### src/rtl/wb_arbiter.sv
// Writeback arbiter: merges ALU and load results into an in-order FIFO that
// retires one register-file write per cycle, with pending scoreboard and forwarding.
module wb_arbiter #(
  parameter int DATA_W = 16,
  parameter int REG_AW = 2,
  parameter int DEPTH  = 4
) (
  input  logic                    clk,
  input  logic                    reset,
  input  logic                    alu_valid,
  input  logic [REG_AW-1:0]       alu_dest,
  input  logic [DATA_W-1:0]       alu_data,
  output logic                    alu_ready,
  input  logic                    ld_valid,
  input  logic [REG_AW-1:0]       ld_dest,
  input  logic [DATA_W-1:0]       ld_data,
  output logic                    ld_ready,
  output logic                    rf_write_enable,
  output logic [REG_AW-1:0]       rf_reg_dest,
  output logic [DATA_W-1:0]       rf_write_data,
  output logic [(1<<REG_AW)-1:0]  pending,
  input  logic [REG_AW-1:0]       fwd_addr,
  output logic                    fwd_hit,
  output logic [DATA_W-1:0]       fwd_data,
  output logic                    busy
);
  localparam int NREG = 1 << REG_AW;
  localparam int PW   = $clog2(DEPTH);
  localparam int CW   = $clog2(DEPTH + 1);

  // Handshake: a source transfers on the rising edge where valid & ready are
  // both high; ready depends only on registered count, never on valid.

  logic [REG_AW-1:0] dest_q [DEPTH];
  logic [DATA_W-1:0] data_q [DEPTH];
  logic [PW-1:0]     rd_ptr, wr_ptr, ld_slot, fwd_idx;
  logic [CW-1:0]     count, free;
  logic [CW-1:0]     sb_cnt [NREG];
  logic              alu_acc, ld_acc, pop;

  assign free      = CW'(DEPTH) - count;
  assign alu_ready = (free >= CW'(1));
  assign ld_ready  = (free >= CW'(2));
  assign alu_acc   = alu_valid & alu_ready;
  assign ld_acc    = ld_valid & ld_ready;
  assign pop       = (count != '0);
  // The load entry lands behind the ALU entry when both are accepted together.
  assign ld_slot   = wr_ptr + PW'(alu_acc);

  assign rf_write_enable = pop;
  assign rf_reg_dest     = dest_q[rd_ptr];
  assign rf_write_data   = data_q[rd_ptr];
  assign busy            = pop;

  always_ff @(posedge clk or posedge reset) begin
    if (reset) begin
      rd_ptr <= '0;
      wr_ptr <= '0;
      count  <= '0;
      for (int i = 0; i < DEPTH; i++) begin
        dest_q[i] <= '0;
        data_q[i] <= '0;
      end
    end else begin
      if (alu_acc) begin
        dest_q[wr_ptr] <= alu_dest;
        data_q[wr_ptr] <= alu_data;
      end
      if (ld_acc) begin
        dest_q[ld_slot] <= ld_dest;
        data_q[ld_slot] <= ld_data;
      end
      wr_ptr <= wr_ptr + PW'(alu_acc) + PW'(ld_acc);
      rd_ptr <= rd_ptr + PW'(pop);
      count  <= count + CW'(alu_acc) + CW'(ld_acc) - CW'(pop);
    end
  end

  always_ff @(posedge clk or posedge reset) begin
    if (reset) begin
      for (int r = 0; r < NREG; r++) sb_cnt[r] <= '0;
    end else begin
      for (int r = 0; r < NREG; r++) begin
        sb_cnt[r] <= sb_cnt[r]
                   + CW'(alu_acc && (alu_dest == REG_AW'(r)))
                   + CW'(ld_acc && (ld_dest == REG_AW'(r)))
                   - CW'(pop && (dest_q[rd_ptr] == REG_AW'(r)));
      end
    end
  end

  always_comb begin
    pending = '0;
    for (int r = 0; r < NREG; r++) pending[r] = (sb_cnt[r] != '0);
  end

  // Walk oldest to youngest so the youngest matching entry wins.
  always_comb begin
    fwd_hit  = 1'b0;
    fwd_data = '0;
    fwd_idx  = rd_ptr;
    for (int i = 0; i < DEPTH; i++) begin
      fwd_idx = rd_ptr + PW'(i);
      if ((CW'(i) < count) && (dest_q[fwd_idx] == fwd_addr)) begin
        fwd_hit  = 1'b1;
        fwd_data = data_q[fwd_idx];
      end
    end
  end
endmodule
### config.mk
export PLATFORM = sky130hd
export DESIGN_NAME = wb_arbiter
export DESIGN_NICKNAME = d
export VERILOG_FILES = /design/src/rtl/wb_arbiter.sv
export SDC_FILE = /design/constraint.sdc
export NUM_CORES = 1
export LEC_CHECK = 0
export CAP_MARGIN = 5
export CORE_UTILIZATION = 30
export DETAILED_ROUTE_END_ITERATION = 10
export HOLD_SLACK_MARGIN = 0.05
export PLACE_DENSITY = 0.47
export SYNTH_ARGS = -nofsm -noshare
export SYNTH_HDL_FRONTEND = slang
export SYNTH_SLANG_ARGS = --single-unit
### constraint.sdc
create_clock -name clk -period 9.2 [get_ports clk]
set_input_delay 1.84 -clock clk [delete_from_list [all_inputs] [get_ports clk]]
set_output_delay 1.84 -clock clk [all_outputs]
set_load 0.05 [all_outputs]
==> results.toml, run 1 <==
[global_route]
grt_use_total = 0.1847
grt_pass1_wl_mm = 33.55
antenna_found_initial = 0
grt_pass1_vias = 5642
grt_max_degree = 83
grt-ovfl-total = 0

[sta]
max_slew_margin = 0.2706
tightest_slew_ps = 1091
setup-tns-final_ps = 0
rsz0062_at_grt = "no"
final_hold_viol_count = 0
setup_viol = 0
finalCritPeriodShare = 0.8215
fmax_mhz = 132.3
min_period_ps = 7558
setup_ws_ps = 1642
skew_ps = 11.69
finalMaxSlewViolations = 0

[setup_path]
r2r-end = "data_q[34]"
crit_slowest_cell = "clkdlybuf4s50_1"
crit_chain = "clkdlybuf4s50_1, or3b_2, mux2i_2, buf_4, o21a_2, a31oi_2, a32oi_1, clkdlybuf4s50_1"
endpoint_kind = "output pin"
r2r_slack_ps = 5430
required_ps = 7360
path_buf_inv = 3
reg2reg_from = "count[0]"
cpPeakStageDelay_ps = 860
critical-path-top-delay-family = "buffers and inverters"
crit_path_frequent_cell = "clkdlybuf4s50_1"
cp_max_fo = 33
path_class = "input pin to output pin"
start_kind = "input pin"
reg2reg_depth = 11
worstPathArrival_ps = 5720

[yosys]
ys_warn_count = 0
synth_edf_count = 0
async_reset_ff_frac = 1.000
synth-seq-cells = 91
synth_ff_type = "dfrtp_1"
synth_cells = 720
netlist_area_sq_um = 6983
synth_nets = 786
yosysUniqueCellTypes = 38
netlist.top_cell.by_area = "dfrtp_1"
yosysSeqAreaShare = 0.3261
yosys-top-cells-area = "dfrtp_1, mux2i_1, mux2_2"
synth.avg_cell_area_sq_um = 9.699
synth_top_cell_area_share = 0.3261

[place]
place.gp.congestion = 0.8336
portBuffers = 84
placed_area_sq_um = 8001
place_ws_ps = 1666
dpl.cell_count = 1037
hpwlAfterDp_mm = 14.87

[routing]
vias_per_cell = 5.406
ant_nets = 0
drtIter0Drc = 409
drtPass1Iterations = 5
drc_errors = 0
routed_wl_mm = 21.49
num_vias = 5693
wire_per_inst_um = 20.41

[floorplanning]
die_y_um = 154.6
initial_core_util = 0.3075
core_sq_um = 22710
dieArea_sq_um = 23890
die_x_um = 154.6
io_pins = 85
rows = 55

[cts]
ctsResizeCount = 0
cts.htree.levels = 3
cts_buffer_depth = 2
cts_setup_buffers = 0
path_clk_slew_ps = 70
worstSkewPairLatency_ps = 350
postCtsHoldBufs = 0
numCtsBuffers = 9
cts_tree = "built"
clkSinkCount = 91
clockRootBuffer = "clkbuf_16"

[cells_and_area]
fill_cells = 2294
nets = 829
diodes = 0
final_area_sq_um = 8267
final_layout_size_suffix_gt1_frac = 0.1068
final_cells = 1053
area_growth_pct = 18.38

[run_status]
status = "completed"

[worst_hold_path]
min_path_cells = 1
min_to = "sb_cnt[11]"
min-delay-start = "sb_cnt[11]"
min_path_type = "register to register"

[run]
drv_cap = 0
worst register-to-register path: cells and delay by family, from the launching register on:
kind                     cells  cell delay (ps)
XOR/XNOR                     1              370
AO/OA/AOI/OAI                1               70
buffers and inverters        2              250
flip-flops                   1              420
adder cells (fa/ha/maj)      3              740
AND/OR/NAND/NOR              4             1760
logic make-up (layout without fill, tap and decap cells):
| kind of cell | after synthesis | in the layout | share of synthesized area |
|---|---|---|---|
| AO/OA/AOI/OAI | 173 | 173 | 0.1713 |
| flip-flops | 91 | 91 | 0.3261 |
| buffers and inverters | 89 | 137 | 0.05751 |
| XOR/XNOR | 20 | 20 | 0.02616 |
| multiplexers | 179 | 179 | 0.2732 |
| adder cells (fa/ha/maj) | 24 | 24 | 0.05375 |
| AND/OR/NAND/NOR | 144 | 144 | 0.09192 |
how the worst max path moves through the flow:
| stage | from | depth (start not counted) | end | slack [ps] |
|---|---|---|---|---|
| after floorplan | fwd_addr[0] | 7 | fwd_data[10] | 3210 |
| after global placement | fwd_addr[0] | 8 | fwd_data[12] | 1730 |
| after detailed placement | fwd_addr[0] | 8 | fwd_data[1] | 1670 |
| after CTS | fwd_addr[0] | 8 | fwd_data[1] | 1660 |
| after global routing | fwd_addr[0] | 8 | fwd_data[1] | 1540 |
| final | fwd_addr[0] | 8 | fwd_data[1] | 1640 |
state kept, by name, summed over array words and instances, names as in the netlist:
name,cells
data_q,64
rd_ptr,2
sb_cnt,12
dest_q,8
wr_ptr,2
count,3
cells in the final DEF (no fill, tap or decap), drive strengths merged, types with 2 or more instances in the layout:
master / Yosys / routed
dfrtp: 91 / 91
or3: 5 / 5
ha: 14 / 14
mux2: 33 / 33
nor3: 6 / 6
nor2: 40 / 40
buf: 34 / 11
o211ai: 48 / 48
clkinv: 0 / 4
clkbuf: 29 / 13
a21oi: 37 / 37
xor2: 8 / 8
or3b: 2 / 2
o21ai: 37 / 37
nand3: 22 / 22
clkdlybuf4s50: 0 / 84
fa: 10 / 10
a32oi: 16 / 16
mux4: 6 / 6
inv: 26 / 25
xnor2: 12 / 12
nand2: 58 / 58
o311ai: 32 / 32
nand3b: 7 / 7
mux2i: 140 / 140
through the flow:
step	hold WS [ps]	util
5_1_grt	500.4	0.3640
6_report	477.2	0.3640
3_5_place_dp	469.5	0.3523
3_3_place_gp	457.9	0.3523
2_1_floorplan	440.1	-
4_1_cts	478.9	0.3640
synth_stat cells (8+ instances only):
cell type  number
buf_2          21
clkbuf_1       29
a32oi_1        16
o311ai_0       26
ha_1           14
nand2_1        58
a21oi_1        37
mux2i_1       140
xor2_1          8
o211ai_1       48
nor2_1         40
nand3_1        22
inv_1          25
mux2_2         33
o21ai_0        30
xnor2_1        11
fa_1           10
dfrtp_1        91
routing by layer:
metal  global-route usage  wire (um)
met2               0.2631       9005
met5                    0          0
met3              0.02970        902
met4              0.04762        206
met1               0.2850      11370
layout make-up:
| type | instances | area (sq um) | area share |
|---|---|---|---|
| tap | 285 | 356.6 | 0.04314 |
| inverter | 26 | 98.84 | 0.01196 |
| multi-input combinational | 540 | 4342 | 0.5252 |
| timing repair buffer | 95 | 923.4 | 0.1117 |
| clock inverter | 3 | 15.01 | 0.001816 |
| sequential | 91 | 2281 | 0.2759 |
| clock buffer | 13 | 250.2 | 0.03027 |
Power of run 1 is not shown: default switching activity piles up to over one toggle a cycle in this logic, so the estimate is an artifact.
==> run 2: changes to the inputs <==
--- a/config.mk
+++ b/config.mk
@@ -9,7 +9,7 @@
 export CORE_UTILIZATION = 30
 export DETAILED_ROUTE_END_ITERATION = 10
 export HOLD_SLACK_MARGIN = 0.05
-export PLACE_DENSITY = 0.47
+export PLACE_DENSITY = 0.49
 export SYNTH_ARGS = -nofsm -noshare
 export SYNTH_HDL_FRONTEND = slang
 export SYNTH_SLANG_ARGS = --single-unit
==> constraint.sdc (replaced) <==
create_clock -name clk -period 6.83 [get_ports clk]
set_input_delay 1.366 -clock clk [delete_from_list [all_inputs] [get_ports clk]]
set_output_delay 1.366 -clock clk [all_outputs]
set_load 0.05 [all_outputs]
==> results.toml, run 2 (synthesis results as in run 1) <==
[cells_and_area]
diodes = 0
area_growth_pct = 18.31
final_cells = 1057
final_cell_mix = "mux2i_1, dfrtp_1, clkdlybuf4s50_1"
final_common_cell = "mux2i_1"
utilization = 0.3638
fill_cells = 2319
largest_register = "data_q"
final_layout_size_suffix_gt1_frac = 0.1334
nets = 833
largest_reg_flops = 64
reg.largest.list = "data_q: 64 flops, sb_cnt: 12 flops, dest_q: 8 flops"

[routing]
routed_wl_mm = 21.94
drc_errors = 0
drtIter0Drc = 445
drtPass1Iterations = 5
vias_per_cell = 5.527
ant_nets = 0
num_vias = 5842
wire_per_inst_um = 20.75

[sta]
setup-tns-final_ps = 0
finalMaxSlewViolations = 0
final_hold_viol_count = 0
min_period_ps = 5909
setup_viol = 0
fmax_mhz = 169.2
skew_ps = 9.794
finalCritPeriodShare = 0.8652
max_slew_margin = 0.2391
tightest_slew_ps = 1138
rsz0062_at_grt = "no"

[setup_path]
worstPathArrival_ps = 4540
crit_path_frequent_cell = "clkdlybuf4s50_1"
cp_max_fo = 33
crit_chain = "clkdlybuf4s50_1, nand3b_1, mux2i_2, buf_4, o21a_2, a31oi_2, nand2_1, clkdlybuf4s50_1"
crit_slowest_cell = "a31oi_2"
start_kind = "input pin"
cpPeakStageDelay_ps = 870
endpoint_kind = "output pin"
reg2reg_depth = 11
path_class = "input pin to output pin"
required_ps = 5460

[place]
dpl.cell_count = 1041
portBuffers = 84
place.gp.congestion = 0.8441
hpwlAfterDp_mm = 15.17

[worst_hold_path]
min_path_cells = 1
min_path_type = "register to register"

[floorplanning]
dieArea_sq_um = 23890
die_y_um = 154.6
io_pins = 85
die_x_um = 154.6
initial_core_util = 0.3075
core_sq_um = 22710
rows = 55

[cts]
postCtsHoldBufs = 0
clockRootBuffer = "clkbuf_16"
cts_tree = "built"
path_clk_slew_ps = 70
cts_setup_buffers = 0
numCtsBuffers = 9
cts_buffer_depth = 2
cts.htree.levels = 3
clkSinkCount = 91
ctsResizeCount = 0
worstSkewPairLatency_ps = 350

[run_status]
status = "completed"

[run]
drv_cap = 0

[global_route]
grt_pass1_wl_mm = 34.23
grt_pass1_vias = 5844
grt-ovfl-total = 0
grt_use_total = 0.1895
antenna_found_initial = 0
grt_max_degree = 71
-- run 2: critical path, delay by kind of cell --
family                 cells  cell delay (ps)
muxes                      1               90
buffers and inverters      3             1660
AOI/OAI and AO/OA          2             1120
and+or+nand+nor            2              280
-- run 2: worst paths after layout --
| check | to | slack [ps] | start |
|---|---|---|---|
| hold / removal | sb_cnt[11] | 470 | sb_cnt[11] |
| max in group asynchronous | data_q[8] | 4260 | reset |
| setup reg to reg | data_q[44] | 2990 | count[0] |
| setup / recovery | fwd_hit | 920 | fwd_addr[0] |
| hold reg to reg | sb_cnt[11] | 470 | sb_cnt[11] |
| min in group asynchronous | wr_ptr[0] | 1330 | reset |
-- run 2: through the flow --
step	hold slack, ps	worst slack (ps)	instance area [sq um]
after detailed placement	460.4	955.0	7991
after CTS	473.2	952.1	8262
after floorplan	440.1	1790	6983
final	470.9	920.9	8262
after global routing	507.1	827.8	8262
after global placement	454.2	1009	7991
-- run 2: routing by layer --
metal	vias to the layer above	GRT usage	wire, um
li1	2772	-	-
met1	2882	0.2829	10980
met2	176	0.2786	9469
met3	12	0.03306	1279
met4	0	0.05092	209
met5	-	0	0
-- run 2: layout make-up --
| type | instances | area, sq um | share of cell area |
|---|---|---|---|
| Clock buffer | 11 | 232.7 | 0.02817 |
| Clock inverter | 5 | 37.54 | 0.004543 |
| Inverter | 26 | 98.84 | 0.01196 |
| Multi-Input combinational cell | 540 | 4342 | 0.5255 |
| Sequential cell | 91 | 2281 | 0.2761 |
| Tap cell | 285 | 356.6 | 0.04316 |
| Timing Repair Buffer | 99 | 913.4 | 0.1106 |
Power of run 2 is left out for the same reason.
